<file path="src/rtl/mul_sequencer.sv">
// Front end for the sequential multiply unit: accepts RV32M multiply ops,
// drives the unit's stb/ack interface and returns the selected/corrected result.
module mul_sequencer #(
    parameter int XLEN        = 32,
    parameter int ZERO_BYPASS = 1
) (
    input  logic                clk,
    input  logic                rst,
    input  logic                req_valid,
    output logic                req_ready,
    input  logic [1:0]          req_op,
    input  logic [XLEN-1:0]     req_a,
    input  logic [XLEN-1:0]     req_b,
    output logic                rsp_valid,
    input  logic                rsp_ready,
    output logic [XLEN-1:0]     rsp_data,
    output logic [XLEN-1:0]     mul_a,
    output logic [XLEN-1:0]     mul_b,
    output logic                mul_is_signed,
    output logic                mul_stb,
    input  logic                mul_ack,
    input  logic [2*XLEN-1:0]   mul_o
);

    localparam logic [1:0] OP_MUL    = 2'b00;
    localparam logic [1:0] OP_MULH   = 2'b01;
    localparam logic [1:0] OP_MULHSU = 2'b10;
    localparam logic [1:0] OP_MULHU  = 2'b11;

    typedef enum logic [1:0] {
        IDLE  = 2'd0,
        ISSUE = 2'd1,
        WAIT  = 2'd2,
        RESP  = 2'd3
    } state_t;

    state_t            r_state;
    state_t            w_state_next;
    logic [1:0]        r_op;
    logic [XLEN-1:0]   r_a;
    logic [XLEN-1:0]   r_b;
    logic [XLEN-1:0]   r_rsp_data;

    logic              w_accept;
    logic              w_zero_op;
    logic              w_capture;
    logic [XLEN-1:0]   w_hi;
    logic [XLEN-1:0]   w_corr;
    logic [XLEN-1:0]   w_result;

    assign w_accept  = (r_state == IDLE) && req_valid;
    assign w_zero_op = (ZERO_BYPASS != 0) && ((req_a == '0) || (req_b == '0));
    assign w_capture = (r_state == WAIT) && mul_ack;

    // The unit multiplies both operands with one signedness, so MULHSU runs
    // unsigned and subtracts b from the high half when a is negative.
    assign w_hi   = mul_o[2*XLEN-1:XLEN];
    assign w_corr = r_a[XLEN-1] ? r_b : '0;

    always_comb begin
        // NOTE: every combinational output gets a default first so no path infers a latch.
        w_result = w_hi;
        case (r_op)
            OP_MUL:    w_result = mul_o[XLEN-1:0];
            OP_MULH:   w_result = w_hi;
            OP_MULHSU: w_result = w_hi - w_corr;
            OP_MULHU:  w_result = w_hi;
            default:   w_result = w_hi;
        endcase
    end

    // State register
    always_ff @(posedge clk) begin
        // NOTE: sequential state uses non-blocking assignments so all flops update together.
        if (rst) r_state <= IDLE;
        else     r_state <= w_state_next;
    end

    // Next-state logic
    always_comb begin
        w_state_next = r_state;
        case (r_state)
            IDLE:    if (req_valid) w_state_next = w_zero_op ? RESP : ISSUE;
            ISSUE:   w_state_next = WAIT;
            WAIT:    if (mul_ack) w_state_next = RESP;
            RESP:    if (rsp_ready) w_state_next = IDLE;
            default: w_state_next = IDLE;
        endcase
    end

    // State-decoded outputs; req_ready has no path from req_valid
    always_comb begin
        req_ready = 1'b0;
        mul_stb   = 1'b0;
        rsp_valid = 1'b0;
        case (r_state)
            IDLE:    req_ready = 1'b1;
            ISSUE:   mul_stb   = 1'b1;
            RESP:    rsp_valid = 1'b1;
            default: ;
        endcase
    end

    // Operand latches and result register
    always_ff @(posedge clk) begin
        if (rst) begin
            r_op       <= '0;
            r_a        <= '0;
            r_b        <= '0;
            r_rsp_data <= '0;
        end else begin
            if (w_accept) begin
                r_op <= req_op;
                r_a  <= req_a;
                r_b  <= req_b;
                if (w_zero_op) r_rsp_data <= '0;
            end
            if (w_capture) r_rsp_data <= w_result;
        end
    end

    assign mul_a         = r_a;
    assign mul_b         = r_b;
    assign mul_is_signed = ~r_op[1];
    assign rsp_data      = r_rsp_data;

endmodule

</file>
<file path="config.mk">
export PLATFORM = sky130hd
export DESIGN_NAME = mul_sequencer
export DESIGN_NICKNAME = d
export VERILOG_FILES = /design/src/rtl/mul_sequencer.sv
export SDC_FILE = /design/constraint.sdc
export NUM_CORES = 1
export LEC_CHECK = 0
export ABC_AREA = 1
export CAP_MARGIN = 20
export CELL_PAD_IN_SITES_DETAIL_PLACEMENT = 1
export CELL_PAD_IN_SITES_GLOBAL_PLACEMENT = 1
export CORE_ASPECT_RATIO = 1.1
export CORE_UTILIZATION = 34
export CTS_BUF_LIST = sky130_fd_sc_hd__clkbuf_4 sky130_fd_sc_hd__clkbuf_8
export DETAILED_ROUTE_END_ITERATION = 8
export PLACE_DENSITY_LB_ADDON = 0.25
export SLEW_MARGIN = 15
export SYNTH_ARGS = -nofsm -noshare
export SYNTH_HDL_FRONTEND = slang
export SYNTH_SLANG_ARGS = --single-unit
export TNS_END_PERCENT = 5
</file>
<file path="constraint.sdc">
create_clock -name clk -period 6.9 [get_ports clk]
set_input_delay 1.38 -clock clk [delete_from_list [all_inputs] [get_ports clk]]
set_output_delay 1.38 -clock clk [all_outputs]
set_load 0.05 [all_outputs]
</file>
==> report_table.html, run 1 <==
<table>
<tr><th>Metric</th><th>Value</th></tr>
<tr><th colspan="2">Worst setup path</th></tr>
<tr><td>Startpoint-to-endpoint class of the critical path</td><td>in2reg</td></tr>
<tr><td>Data arrival time of the critical path</td><td>3.63 ns</td></tr>
<tr><td>Path depth of the worst reg2reg path</td><td>16</td></tr>
<tr><td>Slowest stage cell on the critical path</td><td>sky130_fd_sc_hd__nand2_1</td></tr>
<tr><td>Most Frequent Cell on Critical Path</td><td>sky130_fd_sc_hd__nand2_1</td></tr>
<tr><td>Crit-path cells</td><td>clkdlybuf4s50_1 &gt; nor4_1 &gt; nand2_1 &gt; nor2_1 &gt; nand2_1 &gt; nand2_1 &gt; nand2_1 &gt; nand3_1 &gt; a21oi_1</td></tr>
<tr><td>Data required, critical path</td><td>7.13 ns</td></tr>
<tr><td>Peak fanout along the critical path</td><td>32</td></tr>
<tr><td>Type of origin of the critical path</td><td>input port</td></tr>
<tr><td>Nature of the critical path endpoint</td><td>register</td></tr>
<tr><td>Longest individual stage delay on the worst path</td><td>0.62 ns</td></tr>
<tr><th colspan="2">Layout</th></tr>
<tr><td># fillers</td><td>2635</td></tr>
<tr><td>Footprint of the multi-input gates</td><td>0.00421 mm²</td></tr>
<tr><td>Synthesis-to-layout area growth</td><td>38.4%</td></tr>
<tr><td>Register cell area after layout</td><td>0.00200 mm²</td></tr>
<tr><td>Antenna cells</td><td>0</td></tr>
<tr><td>Net count of the finished layout</td><td>1526</td></tr>
<tr><td>Layout cell share with drive strength beyond 1</td><td>4.29%</td></tr>
<tr><th colspan="2">Logic synthesis</th></tr>
<tr><td>Share of async-settable or async-resettable flops after synthesis</td><td>0%</td></tr>
<tr><td>Most used flip-flop cell after synthesis</td><td>sky130_fd_sc_hd__dfxtp_1</td></tr>
<tr><td>EDFF count, synth</td><td>0</td></tr>
<tr><td>Distinct cells, synth</td><td>38</td></tr>
<tr><td>Share of the synthesized area in the top cell type</td><td>28.8%</td></tr>
<tr><td>Proportion of synthesized chip area in sequential cells</td><td>28.8%</td></tr>
<tr><td>Post-Synthesis Net Count</td><td>1320</td></tr>
<tr><td>Largest cells by area after synthesis</td><td>sky130_fd_sc_hd__dfxtp_1, sky130_fd_sc_hd__nand2_1, sky130_fd_sc_hd__nor2_1</td></tr>
<tr><td>Netlist area before placement</td><td>0.00696 mm²</td></tr>
<tr><td>Synthesis warning total</td><td>0</td></tr>
<tr><td>Syn avg cell area</td><td>6.10 µm²</td></tr>
<tr><td>Area leader, netlist</td><td>sky130_fd_sc_hd__dfxtp_1</td></tr>
<tr><td>Flip-flop and latch count after synthesis</td><td>100</td></tr>
<tr><td>Gate count after technology mapping</td><td>1141</td></tr>
<tr><th colspan="2">Timing</th></tr>
<tr><td>Number of endpoints failing setup at the final stage</td><td>0</td></tr>
<tr><td>Setup repair after global routing missed its margin</td><td>no</td></tr>
<tr><td>Final-report max-slew violation count</td><td>0</td></tr>
<tr><td>Final Skew</td><td>0.0114 ns</td></tr>
<tr><td>Max-Slew Margin vs Limit</td><td>30.2%</td></tr>
<tr><td>FMAX</td><td>294 MHz</td></tr>
<tr><td>Final-layout worst hold slack</td><td>0.491 ns</td></tr>
<tr><td>Slew at the pin closest to its max-slew limit</td><td>1.04 ns</td></tr>
<tr><td>Count of final hold-check violations</td><td>0</td></tr>
<tr><td>Min Tclk post-route</td><td>3.41 ns</td></tr>
<tr><td>Setup TNS after final layout</td><td>0 ns</td></tr>
<tr><td>Share of the cycle needed by the critical path after routing</td><td>49.4%</td></tr>
<tr><th colspan="2">Power and ir drop</th></tr>
<tr><td>Share of power burned in registers</td><td>26.8%</td></tr>
<tr><td>Net switching power</td><td>1.58 mW</td></tr>
<tr><td>Design internal power</td><td>1.51 mW</td></tr>
<tr><td>Net Sw Frac</td><td>51.0%</td></tr>
<tr><td>Leak pwr</td><td>4.32 nW</td></tr>
<tr><td>Fraction of power consumed by combinational cells</td><td>60.5%</td></tr>
<tr><td>Power density over the cells</td><td>321 mW/mm²</td></tr>
<tr><td>Post-layout total power</td><td>3.09 mW</td></tr>
<tr><td>Relative contribution of the clock network to total power</td><td>12.8%</td></tr>
<tr><td>Maximum VDD drop</td><td>213 µV</td></tr>
<tr><th colspan="2">Route</th></tr>
<tr><td>Number of remaining DRC errors</td><td>6</td></tr>
<tr><td>Number of vias after detailed routing</td><td>8020</td></tr>
<tr><td>Routed len/inst</td><td>17.2 µm</td></tr>
<tr><td>Initial DRC count</td><td>280</td></tr>
<tr><td>First-pass iteration count of the detailed router</td><td>8</td></tr>
<tr><td>Post-DRT Antenna Nets</td><td>0</td></tr>
<tr><td>Vias/cell</td><td>5.00</td></tr>
<tr><td>Routed wire length</td><td>27.7 mm</td></tr>
<tr><th colspan="2">CTS</th></tr>
<tr><td>Number of levels the H-tree was split into</td><td>3</td></tr>
<tr><td>Number of buffers inserted to repair setup after CTS</td><td>0</td></tr>
<tr><td>Clock buffer count from CTS</td><td>9</td></tr>
<tr><td>Clock root cell</td><td>sky130_fd_sc_hd__clkbuf_8</td></tr>
<tr><td>Quantity of hold-fixing buffers added after cts</td><td>0</td></tr>
<tr><td>Maximum clock path buffer count</td><td>2</td></tr>
<tr><td>CTS tree</td><td>done</td></tr>
<tr><td>Clock sink total</td><td>100</td></tr>
<tr><td>Clock transition at the registers of the reported paths</td><td>0.09 ns</td></tr>
<tr><td>Number of gates given a new drive strength after cts</td><td>0</td></tr>
<tr><td>Clock latency on the worst-skew pair</td><td>0.36 ns</td></tr>
<tr><th colspan="2">Floorplanning</th></tr>
<tr><td>Total die area</td><td>0.0210 mm²</td></tr>
<tr><td>Initial cell density of the core</td><td>34.9%</td></tr>
<tr><td>Site row count</td><td>54</td></tr>
<tr><td>Width of the die</td><td>138 µm</td></tr>
<tr><td>Core box area</td><td>0.0199 mm²</td></tr>
<tr><td>Boundary pin count</td><td>235</td></tr>
<tr><td>Die span in y</td><td>152 µm</td></tr>
<tr><th colspan="2">Job</th></tr>
<tr><td>Max-cap violations</td><td>0</td></tr>
<tr><th colspan="2">Outcome</th></tr>
<tr><td>Violations in the final reports</td><td>design-rule violations</td></tr>
<tr><td>Run status</td><td>complete, but fails checks</td></tr>
<tr><th colspan="2">GRT</th></tr>
<tr><td>Overflow left after global routing</td><td>0</td></tr>
<tr><td>Largest net degree at the start of global routing</td><td>69</td></tr>
<tr><td>Total track usage</td><td>25.8%</td></tr>
<tr><td>Vias in the first global route</td><td>8149</td></tr>
<tr><td>Number of antenna violations at the first check in global routing</td><td>0</td></tr>
<tr><td>Wire length of the first global-routing pass</td><td>42.8 mm</td></tr>
<tr><th colspan="2">Hold path</th></tr>
<tr><td>Depth of the worst hold-timing path</td><td>2</td></tr>
<tr><td>Class of the worst hold path</td><td>reg2reg</td></tr>
<tr><th colspan="2">Place</th></tr>
<tr><td>HPWL after detailed placement</td><td>22.9 mm</td></tr>
<tr><td>Routability congestion estimate from global placement</td><td>0.871</td></tr>
<tr><td>Number of input and output port buffers inserted</td><td>234</td></tr>
</table>
-- cell families after synthesis --
kind of cell / Yosys count / synth area share (%)
AND/OR/NAND/NOR: 648 / 38.7
buffers and inverters: 178 / 10.9
AO/OA/AOI/OAI: 169 / 13.4
flip-flops: 100 / 28.8
adder cells (fa/ha/maj): 44 / 8.02
XOR/XNOR: 2 / 0.252
-- state kept, by name, indices dropped and copies added (netlist names) --
signal	cells
rsp_data	32
r_state	2
mul_a	32
r_op	2
mul_b	32
-- per-layer routing --
metal	up-vias	global-route usage [%]	wire, µm
li1	4054	-	-
met5	-	0	0
met2	198	46.9	13600
met3	26	5.70	1890
met4	0	6.69	529
met1	3742	30.5	11700
-- synth_stat cells, types with 2 or more instances --
library cell / number
sky130_fd_sc_hd__nand2_1: 340
sky130_fd_sc_hd__nor2_1: 171
sky130_fd_sc_hd__inv_1: 128
sky130_fd_sc_hd__dfxtp_1: 100
sky130_fd_sc_hd__nand3_1: 83
sky130_fd_sc_hd__o21ai_0: 69
sky130_fd_sc_hd__a21oi_1: 60
sky130_fd_sc_hd__ha_1: 43
sky130_fd_sc_hd__clkbuf_1: 25
sky130_fd_sc_hd__a22oi_1: 22
sky130_fd_sc_hd__nor4_1: 16
sky130_fd_sc_hd__nand2_2: 11
sky130_fd_sc_hd__buf_2: 9
sky130_fd_sc_hd__o21ai_1: 7
sky130_fd_sc_hd__clkbuf_8: 6
sky130_fd_sc_hd__buf_1: 5
sky130_fd_sc_hd__or2_2: 5
sky130_fd_sc_hd__nand3_2: 4
sky130_fd_sc_hd__nand3b_1: 4
sky130_fd_sc_hd__nor3_1: 4
sky130_fd_sc_hd__inv_2: 3
sky130_fd_sc_hd__nand4_1: 3
sky130_fd_sc_hd__nor2_2: 3
sky130_fd_sc_hd__o21bai_1: 3
sky130_fd_sc_hd__a21oi_2: 2
sky130_fd_sc_hd__a31oi_1: 2
sky130_fd_sc_hd__o221ai_1: 2
-- per-stage QoR --
| step | cell area, µm² | util [%] | instances | setup WS, ns |
|---|---|---|---|---|
| detailed placement | 9420 | 47.3 | 1588 | 3.10 |
| floorplan | 6960 | - | 1141 | 4.04 |
| global route | 9630 | 48.3 | 1604 | 3.31 |
| finish | 9630 | 48.3 | 1604 | 3.49 |
| global placement | 9420 | 47.3 | 1588 | 3.15 |
| CTS | 9630 | 48.3 | 1604 | 3.50 |
-- cells in the final DEF, fill, tap and decap left out --
cell,count
sky130_fd_sc_hd__nand2_1,339
sky130_fd_sc_hd__nor2_1,170
sky130_fd_sc_hd__inv_1,127
sky130_fd_sc_hd__and2_1,1
sky130_fd_sc_hd__nor2_2,4
sky130_fd_sc_hd__o21ai_1,7
sky130_fd_sc_hd__nand3_1,83
sky130_fd_sc_hd__clkdlybuf4s50_1,234
sky130_fd_sc_hd__or2_2,5
sky130_fd_sc_hd__xor2_1,1
sky130_fd_sc_hd__clkbuf_8,11
sky130_fd_sc_hd__nor3_1,4
sky130_fd_sc_hd__o21ai_0,69
sky130_fd_sc_hd__a31oi_1,2
sky130_fd_sc_hd__o221ai_1,2
sky130_fd_sc_hd__o21ai_2,1
sky130_fd_sc_hd__nor2_4,1
sky130_fd_sc_hd__nand4_1,3
sky130_fd_sc_hd__o21bai_1,3
sky130_fd_sc_hd__a21oi_1,60
sky130_fd_sc_hd__inv_2,4
sky130_fd_sc_hd__nor3_2,1
sky130_fd_sc_hd__clkbuf_4,2
sky130_fd_sc_hd__a21o_1,1
sky130_fd_sc_hd__fa_1,1
sky130_fd_sc_hd__dfxtp_1,100
sky130_fd_sc_hd__buf_4,8
sky130_fd_sc_hd__or2_1,1
sky130_fd_sc_hd__nand2_2,12
sky130_fd_sc_hd__nand3_2,4
sky130_fd_sc_hd__xnor2_1,1
sky130_fd_sc_hd__ha_1,43
sky130_fd_sc_hd__a22oi_1,22
sky130_fd_sc_hd__nand3b_1,4
sky130_fd_sc_hd__a21oi_2,2
sky130_fd_sc_hd__bufinv_16,1
sky130_fd_sc_hd__clkinvlp_4,2
sky130_fd_sc_hd__nor4_1,16
-- power by group through the flow --
stage / clock network, mW / logic [mW] / registers, mW
2_1_floorplan: 0 / 0.778 / 1.28
3_3_place_gp: 0 / 1.84 / 0.829
3_5_place_dp: 0 / 1.87 / 0.840
4_1_cts: 0.404 / 1.88 / 0.829
5_1_grt: 0.424 / 2.02 / 0.846
6_report: 0.394 / 1.87 / 0.827
-- path summary, 6_finish.rpt --
| path | end | slack (ns) | startpoint |
|---|---|---|---|
| worst max register to register | rsp_data[21] | 4.24 | mul_a[31] |
| worst min-delay path | mul_a[0] | 0.49 | mul_a[0] |
| worst max-delay path | rsp_data[2] | 3.49 | req_a[1] |
| worst min register to register | mul_a[0] | 0.49 | mul_a[0] |
-- cell type report --
class                           instances  share of cell area [%]
Clock buffer                           13                    1.73
Clock inverter                          3                   0.468
Inverter                              131                    5.11
Multi-Input combinational cell        863                    43.7
Sequential cell                       100                    20.8
Tap cell                              252                    3.27
Timing Repair Buffer                  242                    24.9
-- critical path, delay by kind of cell --
kind            cells  cell delay (ns)
simple gates        7             1.65
buf+inv             1             0.49
compound gates      1             0.11
No activity file was read; power rests on OpenSTA's default activity.
==> inputs of run 2 (changes only) <==
Settings changed: CORE_UTILIZATION 34 to 29.
Clock period 6.9 ns to 2.8 ns, I/O delays scaled along.
==> run 2 against run 1 <==
Net effect: the run now ends clean; non-clock buffer count is 12 higher; setup slack worse by 3.2 ns; cell area is 1.5% higher; sequential power is 150% higher; count of clock-buffer cells in the layout is 4 lower; highest routed layer unchanged; die area is 17% higher; flip-flop and latch count stayed put; clock power is 150% higher.
==> report_table.html, run 2 (same netlist as run 1, synthesis figures left out) <==
<table>
<tr><th>Metric</th><th>Value</th></tr>
<tr><th colspan="2">Layout</th></tr>
<tr><td>Commonest non-fill, non-tap cells in the layout</td><td>sky130_fd_sc_hd__nand2_1, sky130_fd_sc_hd__clkdlybuf4s50_1, sky130_fd_sc_hd__nor2_1</td></tr>
<tr><td>Net count of the finished layout</td><td>1538 (+0.79%)</td></tr>
<tr><td>Leading cell type in the layout, fill and taps excluded</td><td>sky130_fd_sc_hd__nand2_1</td></tr>
<tr><td>Synthesis-to-layout area growth</td><td>40.5%</td></tr>
<tr><td>Antenna cells</td><td>0 (unchanged)</td></tr>
<tr><td>Layout cell share with drive strength beyond 1</td><td>5.14% (+0.85 points)</td></tr>
<tr><td>Post-layout instance count excluding filler cells</td><td>1668 (+4.0%)</td></tr>
<tr><th colspan="2">Route</th></tr>
<tr><td>Vias/cell</td><td>4.83 (-3.4%)</td></tr>
<tr><td>Routed len/inst</td><td>17.5 µm (+1.4%)</td></tr>
<tr><td>First-pass iteration count of the detailed router</td><td>4 (-4)</td></tr>
<tr><td>Initial DRC count</td><td>335 (+20%)</td></tr>
<tr><td>Number of vias after detailed routing</td><td>8060 (+0.50%)</td></tr>
<tr><td>Number of remaining DRC errors</td><td>0 (-6)</td></tr>
<tr><td>Routed wire length</td><td>29.2 mm (+5.4%)</td></tr>
<tr><td>Post-DRT Antenna Nets</td><td>0 (unchanged)</td></tr>
<tr><th colspan="2">Floorplanning</th></tr>
<tr><td>Width of the die</td><td>150 µm (+8.2%)</td></tr>
<tr><td>Core box area</td><td>0.0236 mm² (+19%)</td></tr>
<tr><td>Die span in y</td><td>164 µm (+8.2%)</td></tr>
<tr><td>Total die area</td><td>0.0246 mm² (+17%)</td></tr>
<tr><td>Initial cell density of the core</td><td>29.5% (-5.5 points)</td></tr>
<tr><td>Boundary pin count</td><td>235 (unchanged)</td></tr>
<tr><td>Site row count</td><td>59 (+9.3%)</td></tr>
<tr><th colspan="2">Timing</th></tr>
<tr><td>Slew at the pin closest to its max-slew limit</td><td>0.617 ns (-0.428 ns)</td></tr>
<tr><td>Final Skew</td><td>0.0157 ns (+0.00428 ns)</td></tr>
<tr><td>Worst Setup Slack, final</td><td>0.297 ns (-3.20 ns)</td></tr>
<tr><td>Final-report max-slew violation count</td><td>0 (unchanged)</td></tr>
<tr><td>Setup repair after global routing missed its margin</td><td>no</td></tr>
<tr><td>Count of final hold-check violations</td><td>0 (unchanged)</td></tr>
<tr><td>FMAX</td><td>400 MHz</td></tr>
<tr><td>Number of endpoints failing setup at the final stage</td><td>0 (unchanged)</td></tr>
<tr><td>Min Tclk post-route</td><td>2.50 ns</td></tr>
<tr><td>Share of the cycle needed by the critical path after routing</td><td>89.4%</td></tr>
<tr><td>Max-Slew Margin vs Limit</td><td>58.8% (+29 points)</td></tr>
<tr><th colspan="2">Place</th></tr>
<tr><td>Cell Count Post-Placement</td><td>1653 (+4.1%)</td></tr>
<tr><td>Routability congestion estimate from global placement</td><td>0.882 (+1.3%)</td></tr>
<tr><td>Number of input and output port buffers inserted</td><td>234 (unchanged)</td></tr>
<tr><td>Worst Setup Slack post-DPL</td><td>-0.0431 ns (-3.14 ns)</td></tr>
<tr><td>HPWL after detailed placement</td><td>23.2 mm (+1.3%)</td></tr>
<tr><th colspan="2">Worst setup path</th></tr>
<tr><td>Data required, critical path</td><td>3.13 ns (-4.00 ns)</td></tr>
<tr><td>Data arrival time of the critical path</td><td>2.83 ns (-0.80 ns)</td></tr>
<tr><td>Type of origin of the critical path</td><td>register</td></tr>
<tr><td>Peak fanout along the critical path</td><td>32 (unchanged)</td></tr>
<tr><td>Nature of the critical path endpoint</td><td>register</td></tr>
<tr><td>Startpoint-to-endpoint class of the critical path</td><td>reg2reg</td></tr>
<tr><th colspan="2">CTS</th></tr>
<tr><td>Number of gates given a new drive strength after cts</td><td>0 (unchanged)</td></tr>
<tr><td>Clock sink total</td><td>100 (unchanged)</td></tr>
<tr><td>Clock transition at the registers of the reported paths</td><td>0.12 ns (+0.03 ns)</td></tr>
<tr><td>Maximum clock path buffer count</td><td>2 (unchanged)</td></tr>
<tr><td>Clock latency on the worst-skew pair</td><td>0.39 ns (+0.03 ns)</td></tr>
<tr><td>Quantity of hold-fixing buffers added after cts</td><td>0 (unchanged)</td></tr>
<tr><td>CTS tree</td><td>done</td></tr>
<tr><td>Clock root cell</td><td>sky130_fd_sc_hd__clkbuf_8</td></tr>
<tr><td>Number of levels the H-tree was split into</td><td>3 (unchanged)</td></tr>
<tr><td>Clock buffer count from CTS</td><td>9 (unchanged)</td></tr>
<tr><td>Number of buffers inserted to repair setup after CTS</td><td>0 (unchanged)</td></tr>
<tr><th colspan="2">GRT</th></tr>
<tr><td>Largest net degree at the start of global routing</td><td>69 (unchanged)</td></tr>
<tr><td>Wire length of the first global-routing pass</td><td>45.0 mm (+5.3%)</td></tr>
<tr><td>Overflow left after global routing</td><td>0 (unchanged)</td></tr>
<tr><td>Number of antenna violations at the first check in global routing</td><td>0 (unchanged)</td></tr>
<tr><td>Total track usage</td><td>24.0% (-1.8 points)</td></tr>
<tr><td>Vias in the first global route</td><td>8445 (+3.6%)</td></tr>
<tr><th colspan="2">Power and ir drop</th></tr>
<tr><td>Power density over the cells</td><td>778 mW/mm² (+140%)</td></tr>
<tr><td>Maximum VDD drop</td><td>492 µV (+130%)</td></tr>
<tr><td>Leak pwr</td><td>4.38 nW (+1.4%)</td></tr>
<tr><td>Post-layout total power</td><td>7.61 mW (+150%)</td></tr>
<tr><th colspan="2">Job</th></tr>
<tr><td>Max-cap violations</td><td>0 (unchanged)</td></tr>
<tr><th colspan="2">Hold path</th></tr>
<tr><td>Class of the worst hold path</td><td>reg2reg</td></tr>
<tr><th colspan="2">Outcome</th></tr>
<tr><td>Run status</td><td>finished, final reports clean</td></tr>
</table>
[run 2: changes by cell type in the layout (fill, tap and decap cells not counted), moves of 2 or more]
cell / change
sky130_fd_sc_hd__buf_12: +2
sky130_fd_sc_hd__buf_4: +11
sky130_fd_sc_hd__clkbuf_4: -2
sky130_fd_sc_hd__clkbuf_8: -2
sky130_fd_sc_hd__clkinv_4: +3
sky130_fd_sc_hd__clkinvlp_4: -2
sky130_fd_sc_hd__inv_6: +2
[run 2: power breakdown]
group	internal (mW)	switching, mW
clock network	0.338	0.630
logic	1.50	3.10
registers	1.78	0.264
[run 2: stage by stage]
step | utilization [%] | instance area (µm²) | hold WS (ns) | setup TNS [ns]
floorplan | - | 6960 | 0.546 | 0
global placement | 40.6 | 9600 | 0.461 | 0
detailed placement | 40.6 | 9600 | 0.473 | -0.0692
CTS | 41.4 | 9780 | 0.496 | 0
global route | 41.4 | 9780 | 0.517 | 0
finish | 41.4 | 9780 | 0.491 | 0
[run 2: worst max-delay path, stage by stage, from the launching register on]
cell	delay, ns
sky130_fd_sc_hd__dfxtp_1	0.42
sky130_fd_sc_hd__buf_12	0.21
sky130_fd_sc_hd__nand2_1	0.18
sky130_fd_sc_hd__ha_1	0.41
sky130_fd_sc_hd__nand2_1	0.08
sky130_fd_sc_hd__inv_1	0.10
sky130_fd_sc_hd__nand2_1	0.10
sky130_fd_sc_hd__inv_1	0.13
sky130_fd_sc_hd__nand2_1	0.10
sky130_fd_sc_hd__nor3_2	0.11
sky130_fd_sc_hd__nand2_1	0.10
sky130_fd_sc_hd__nand3_1	0.10
sky130_fd_sc_hd__nand3_1	0.11
sky130_fd_sc_hd__nand2_1	0.08
sky130_fd_sc_hd__nand2_1	0.05
sky130_fd_sc_hd__a21oi_1	0.15
[run 2: final timing paths]
path	start	to	slack (ns)	depth (start not counted)
worst max-delay path	mul_a[31]	rsp_data[27]	0.30	15
worst min-delay path	rsp_data[4]	rsp_data[4]	0.49	2
worst max register to register	mul_a[31]	rsp_data[27]	0.30	15
worst min register to register	rsp_data[4]	rsp_data[4]	0.49	2
[run 2: final cells by class]
type | instances | area, µm²
Clock buffer | 9 | 124
Clock inverter | 6 | 55.1
Fill cell | 3114 | 13800
Inverter | 131 | 492
Multi-Input combinational cell | 863 | 4210
Sequential cell | 100 | 2000
Tap cell | 305 | 382
Timing Repair Buffer | 254 | 2510
[run 2: layer usage]
layer	global-route usage [%]	vias to the layer above	wire, µm
met5	0	-	0
met4	8.03	0	690
met3	5.64	36	1800
met2	41.7	188	14000
met1	28.9	3770	12700
li1	-	4066	-
==> inputs of run 3 (changes only) <==
Settings changed: CORE_UTILIZATION 29 to 28, CTS_BUF_LIST sky130_fd_sc_hd__clkbuf_4 sky130_fd_sc_hd__clkbuf_8 to default.
==> run 3 against run 2 <==
Net effect: cell count increased by 0.18%; setup slack gained 0.030 ns; largest cell class unchanged; clock power is 43% higher; flip-flop and latch count did not move; critical path type unchanged; die area increased by 3.5%; clock skew fell by 0.0028 ns; largest power group unchanged; sequential share of layout area is 0.26 points lower; sequential power about the same; utilization down 0.81 points; via count rose by 0.69%; global-route usage fell by 1.3 points; the run now ends with design-rule violations left; count of clock-buffer cells in the layout grew 1.
==> report_table.html, run 3 (same netlist as run 1, synthesis figures left out) <==
<table>
<tr><th>Metric</th><th>Value</th></tr>
<tr><th colspan="2">Outcome</th></tr>
<tr><td>Run status</td><td>complete, but fails checks</td></tr>
<tr><td>Violations in the final reports</td><td>design-rule violations</td></tr>
<tr><th colspan="2">Layout</th></tr>
<tr><td>Finished Core Util</td><td>40.6% (-0.81 points)</td></tr>
<tr><td>Net count of the finished layout</td><td>1535 (-0.20%)</td></tr>
<tr><td>Synthesis-to-layout area growth</td><td>42.2%</td></tr>
<tr><td>Commonest non-fill, non-tap cells in the layout</td><td>sky130_fd_sc_hd__nand2_1, sky130_fd_sc_hd__clkdlybuf4s50_1, sky130_fd_sc_hd__nor2_1</td></tr>
<tr><td>Leading cell type in the layout, fill and taps excluded</td><td>sky130_fd_sc_hd__nand2_1</td></tr>
<tr><td>Antenna cells</td><td>0 (unchanged)</td></tr>
<tr><td>Layout cell share with drive strength beyond 1</td><td>4.92% (-0.21 points)</td></tr>
<tr><th colspan="2">Route</th></tr>
<tr><td>Vias/cell</td><td>4.86 (+0.51%)</td></tr>
<tr><td>Number of vias after detailed routing</td><td>8116 (+0.69%)</td></tr>
<tr><td>Initial DRC count</td><td>238 (-29%)</td></tr>
<tr><td>Routed wire length</td><td>29.3 mm (+0.34%)</td></tr>
<tr><td>Routed len/inst</td><td>17.5 µm (+0.16%)</td></tr>
<tr><td>Number of remaining DRC errors</td><td>5 (+5)</td></tr>
<tr><td>First-pass iteration count of the detailed router</td><td>6 (+2)</td></tr>
<tr><td>Post-DRT Antenna Nets</td><td>0 (unchanged)</td></tr>
<tr><th colspan="2">CTS</th></tr>
<tr><td>Maximum clock path buffer count</td><td>2 (unchanged)</td></tr>
<tr><td>Number of buffers inserted to repair setup after CTS</td><td>0 (unchanged)</td></tr>
<tr><td>Clock sink total</td><td>100 (unchanged)</td></tr>
<tr><td>Number of gates given a new drive strength after cts</td><td>0 (unchanged)</td></tr>
<tr><td>Quantity of hold-fixing buffers added after cts</td><td>0 (unchanged)</td></tr>
<tr><td>Number of levels the H-tree was split into</td><td>3 (unchanged)</td></tr>
<tr><td>CTS tree</td><td>done</td></tr>
<tr><td>Clock transition at the registers of the reported paths</td><td>0.08 ns (-0.04 ns)</td></tr>
<tr><td>Clock root cell</td><td>sky130_fd_sc_hd__clkbuf_16</td></tr>
<tr><td>Clock buffer count from CTS</td><td>9 (unchanged)</td></tr>
<tr><td>Clock latency on the worst-skew pair</td><td>0.36 ns (-0.03 ns)</td></tr>
<tr><th colspan="2">GRT</th></tr>
<tr><td>Largest net degree at the start of global routing</td><td>69 (unchanged)</td></tr>
<tr><td>Overflow left after global routing</td><td>0 (unchanged)</td></tr>
<tr><td>Vias in the first global route</td><td>8415 (-0.36%)</td></tr>
<tr><td>Total track usage</td><td>22.8% (-1.3 points)</td></tr>
<tr><td>Wire length of the first global-routing pass</td><td>45.0 mm (about the same)</td></tr>
<tr><td>Number of antenna violations at the first check in global routing</td><td>0 (unchanged)</td></tr>
<tr><th colspan="2">Floorplanning</th></tr>
<tr><td>Initial cell density of the core</td><td>28.5% (-0.94 points)</td></tr>
<tr><td>Core box area</td><td>0.0244 mm² (+3.3%)</td></tr>
<tr><td>Die span in y</td><td>167 µm (+1.7%)</td></tr>
<tr><td>Total die area</td><td>0.0255 mm² (+3.5%)</td></tr>
<tr><td>Width of the die</td><td>152 µm (+1.7%)</td></tr>
<tr><td>Boundary pin count</td><td>235 (unchanged)</td></tr>
<tr><td>Site row count</td><td>60 (+1.7%)</td></tr>
<tr><th colspan="2">Worst setup path</th></tr>
<tr><td>Data arrival time of the critical path</td><td>2.76 ns (-0.07 ns)</td></tr>
<tr><td>CP Buf/Inv Count</td><td>1 (-2)</td></tr>
<tr><td>Crit-path cells</td><td>buf_12 &gt; nand2_1 &gt; ha_1 &gt; nand2_1 &gt; nor2_1 &gt; nand2_1 &gt; nor2_1 &gt; nand2_1 &gt; nand4_1 &gt; nand3_1 &gt; nand2_1 &gt; nand2_1 &gt; a21oi_1</td></tr>
<tr><td>Reg2reg setup slack</td><td>0.33 ns (+0.03 ns)</td></tr>
<tr><td>Data required, critical path</td><td>3.09 ns (-0.04 ns)</td></tr>
<tr><td>Most Frequent Cell on Critical Path</td><td>sky130_fd_sc_hd__nand2_1</td></tr>
<tr><td>Slowest stage cell on the critical path</td><td>sky130_fd_sc_hd__ha_1</td></tr>
<tr><td>Type of origin of the critical path</td><td>register</td></tr>
<tr><td>Cell class contributing the biggest share of worst-path delay</td><td>simple AND/OR/NAND/NOR gates</td></tr>
<tr><td>Nature of the critical path endpoint</td><td>register</td></tr>
<tr><td>Longest individual stage delay on the worst path</td><td>0.39 ns (-0.03 ns)</td></tr>
<tr><td>Peak fanout along the critical path</td><td>34 (+6.3%)</td></tr>
<tr><td>Startpoint-to-endpoint class of the critical path</td><td>reg2reg</td></tr>
<tr><th colspan="2">Timing</th></tr>
<tr><td>Count of final hold-check violations</td><td>0 (unchanged)</td></tr>
<tr><td>Slew at the pin closest to its max-slew limit</td><td>0.712 ns (+0.0953 ns)</td></tr>
<tr><td>Share of the cycle needed by the critical path after routing</td><td>88.3% (-1.1 points)</td></tr>
<tr><td>FMAX</td><td>405 MHz (+1.2%)</td></tr>
<tr><td>Final Skew</td><td>0.0128 ns (-0.00284 ns)</td></tr>
<tr><td>Max-Slew Margin vs Limit</td><td>52.4% (-6.3 points)</td></tr>
<tr><td>Setup TNS after final layout</td><td>0 ns (unchanged)</td></tr>
<tr><td>Setup repair after global routing missed its margin</td><td>no</td></tr>
<tr><td>Number of endpoints failing setup at the final stage</td><td>0 (unchanged)</td></tr>
<tr><td>Min Tclk post-route</td><td>2.47 ns (-0.0305 ns)</td></tr>
<tr><td>Final-report max-slew violation count</td><td>0 (unchanged)</td></tr>
<tr><th colspan="2">Job</th></tr>
<tr><td>Max-cap violations</td><td>0 (unchanged)</td></tr>
<tr><th colspan="2">Hold path</th></tr>
<tr><td>Class of the worst hold path</td><td>reg2reg</td></tr>
<tr><th colspan="2">Power and ir drop</th></tr>
<tr><td>Maximum VDD drop</td><td>484 µV (-1.6%)</td></tr>
<tr><td>Power density over the cells</td><td>814 mW/mm² (+4.7%)</td></tr>
<tr><td>Leak pwr</td><td>4.42 nW (+0.97%)</td></tr>
<tr><th colspan="2">Place</th></tr>
<tr><td>Routability congestion estimate from global placement</td><td>0.902 (+2.3%)</td></tr>
<tr><td>Number of input and output port buffers inserted</td><td>234 (unchanged)</td></tr>
<tr><td>HPWL after detailed placement</td><td>23.3 mm (+0.44%)</td></tr>
</table>
-- run 3: changes by cell type in the layout (fill, tap and decap cells not counted), sizes merged --
cell and delta:
buf -3, bufinv +1, clkbuf +1, clkinv -2, clkinvlp +1
-- run 3: through the flow --
stage	cells	power [mW]	setup WS, ns	hold WS [ns]	instance area [µm²]
after detailed placement	1655	6.73	0.00159	0.475	9590
after global placement	1655	6.67	0.0137	0.461	9590
final	1671	8.06	0.328	0.485	9900
after CTS	1671	8.15	0.343	0.489	9900
after floorplan	1141	5.07	0.189	0.546	6960
after global routing	1671	8.58	0.118	0.515	9900
-- run 3: layout make-up --
type / instances / area, µm²
Tap cell: 310 / 388
Clock buffer: 10 / 229
Sequential cell: 100 / 2000
Fill cell: 3173 / 14500
Timing Repair Buffer: 251 / 2500
Multi-Input combinational cell: 863 / 4210
Inverter: 131 / 492
Clock inverter: 6 / 77.6
-- run 3: worst paths after layout --
path               startpoint            to  cells after the start
setup / recovery    mul_a[31]  rsp_data[25]                     13
hold / removal    rsp_data[2]   rsp_data[2]                      2
setup reg to reg    mul_a[31]  rsp_data[25]                     13
hold reg to reg   rsp_data[2]   rsp_data[2]                      2
-- run 3: report_power, final --
part           total, mW  leakage [nW]  internal (mW)  switching [mW]
combinational       4.63          3.45           1.52            3.11
sequential          2.05         0.821           1.78           0.273
clock               1.38         0.147          0.715           0.667
total               8.06          4.42           4.02            4.05
-- run 3: worst register-to-register path, delay by kind of cell, from the launching register on --
family                     cells  cell delay, ns
DFF                            1            0.36
and+or+nand+nor               10            1.32
adders and majority gates      1            0.39
buffers and inverters          1            0.19
AOI/OAI and AO/OA              1            0.14
-- run 3: per-layer routing --
layer	part of all wire (%)	track usage (%)	vias up
met4	1.8	6.70	0
met1	44	26.7	3839
met2	49	41.0	182
li1	-	-	4066
met3	5.8	5.33	29
met5	0	0	-
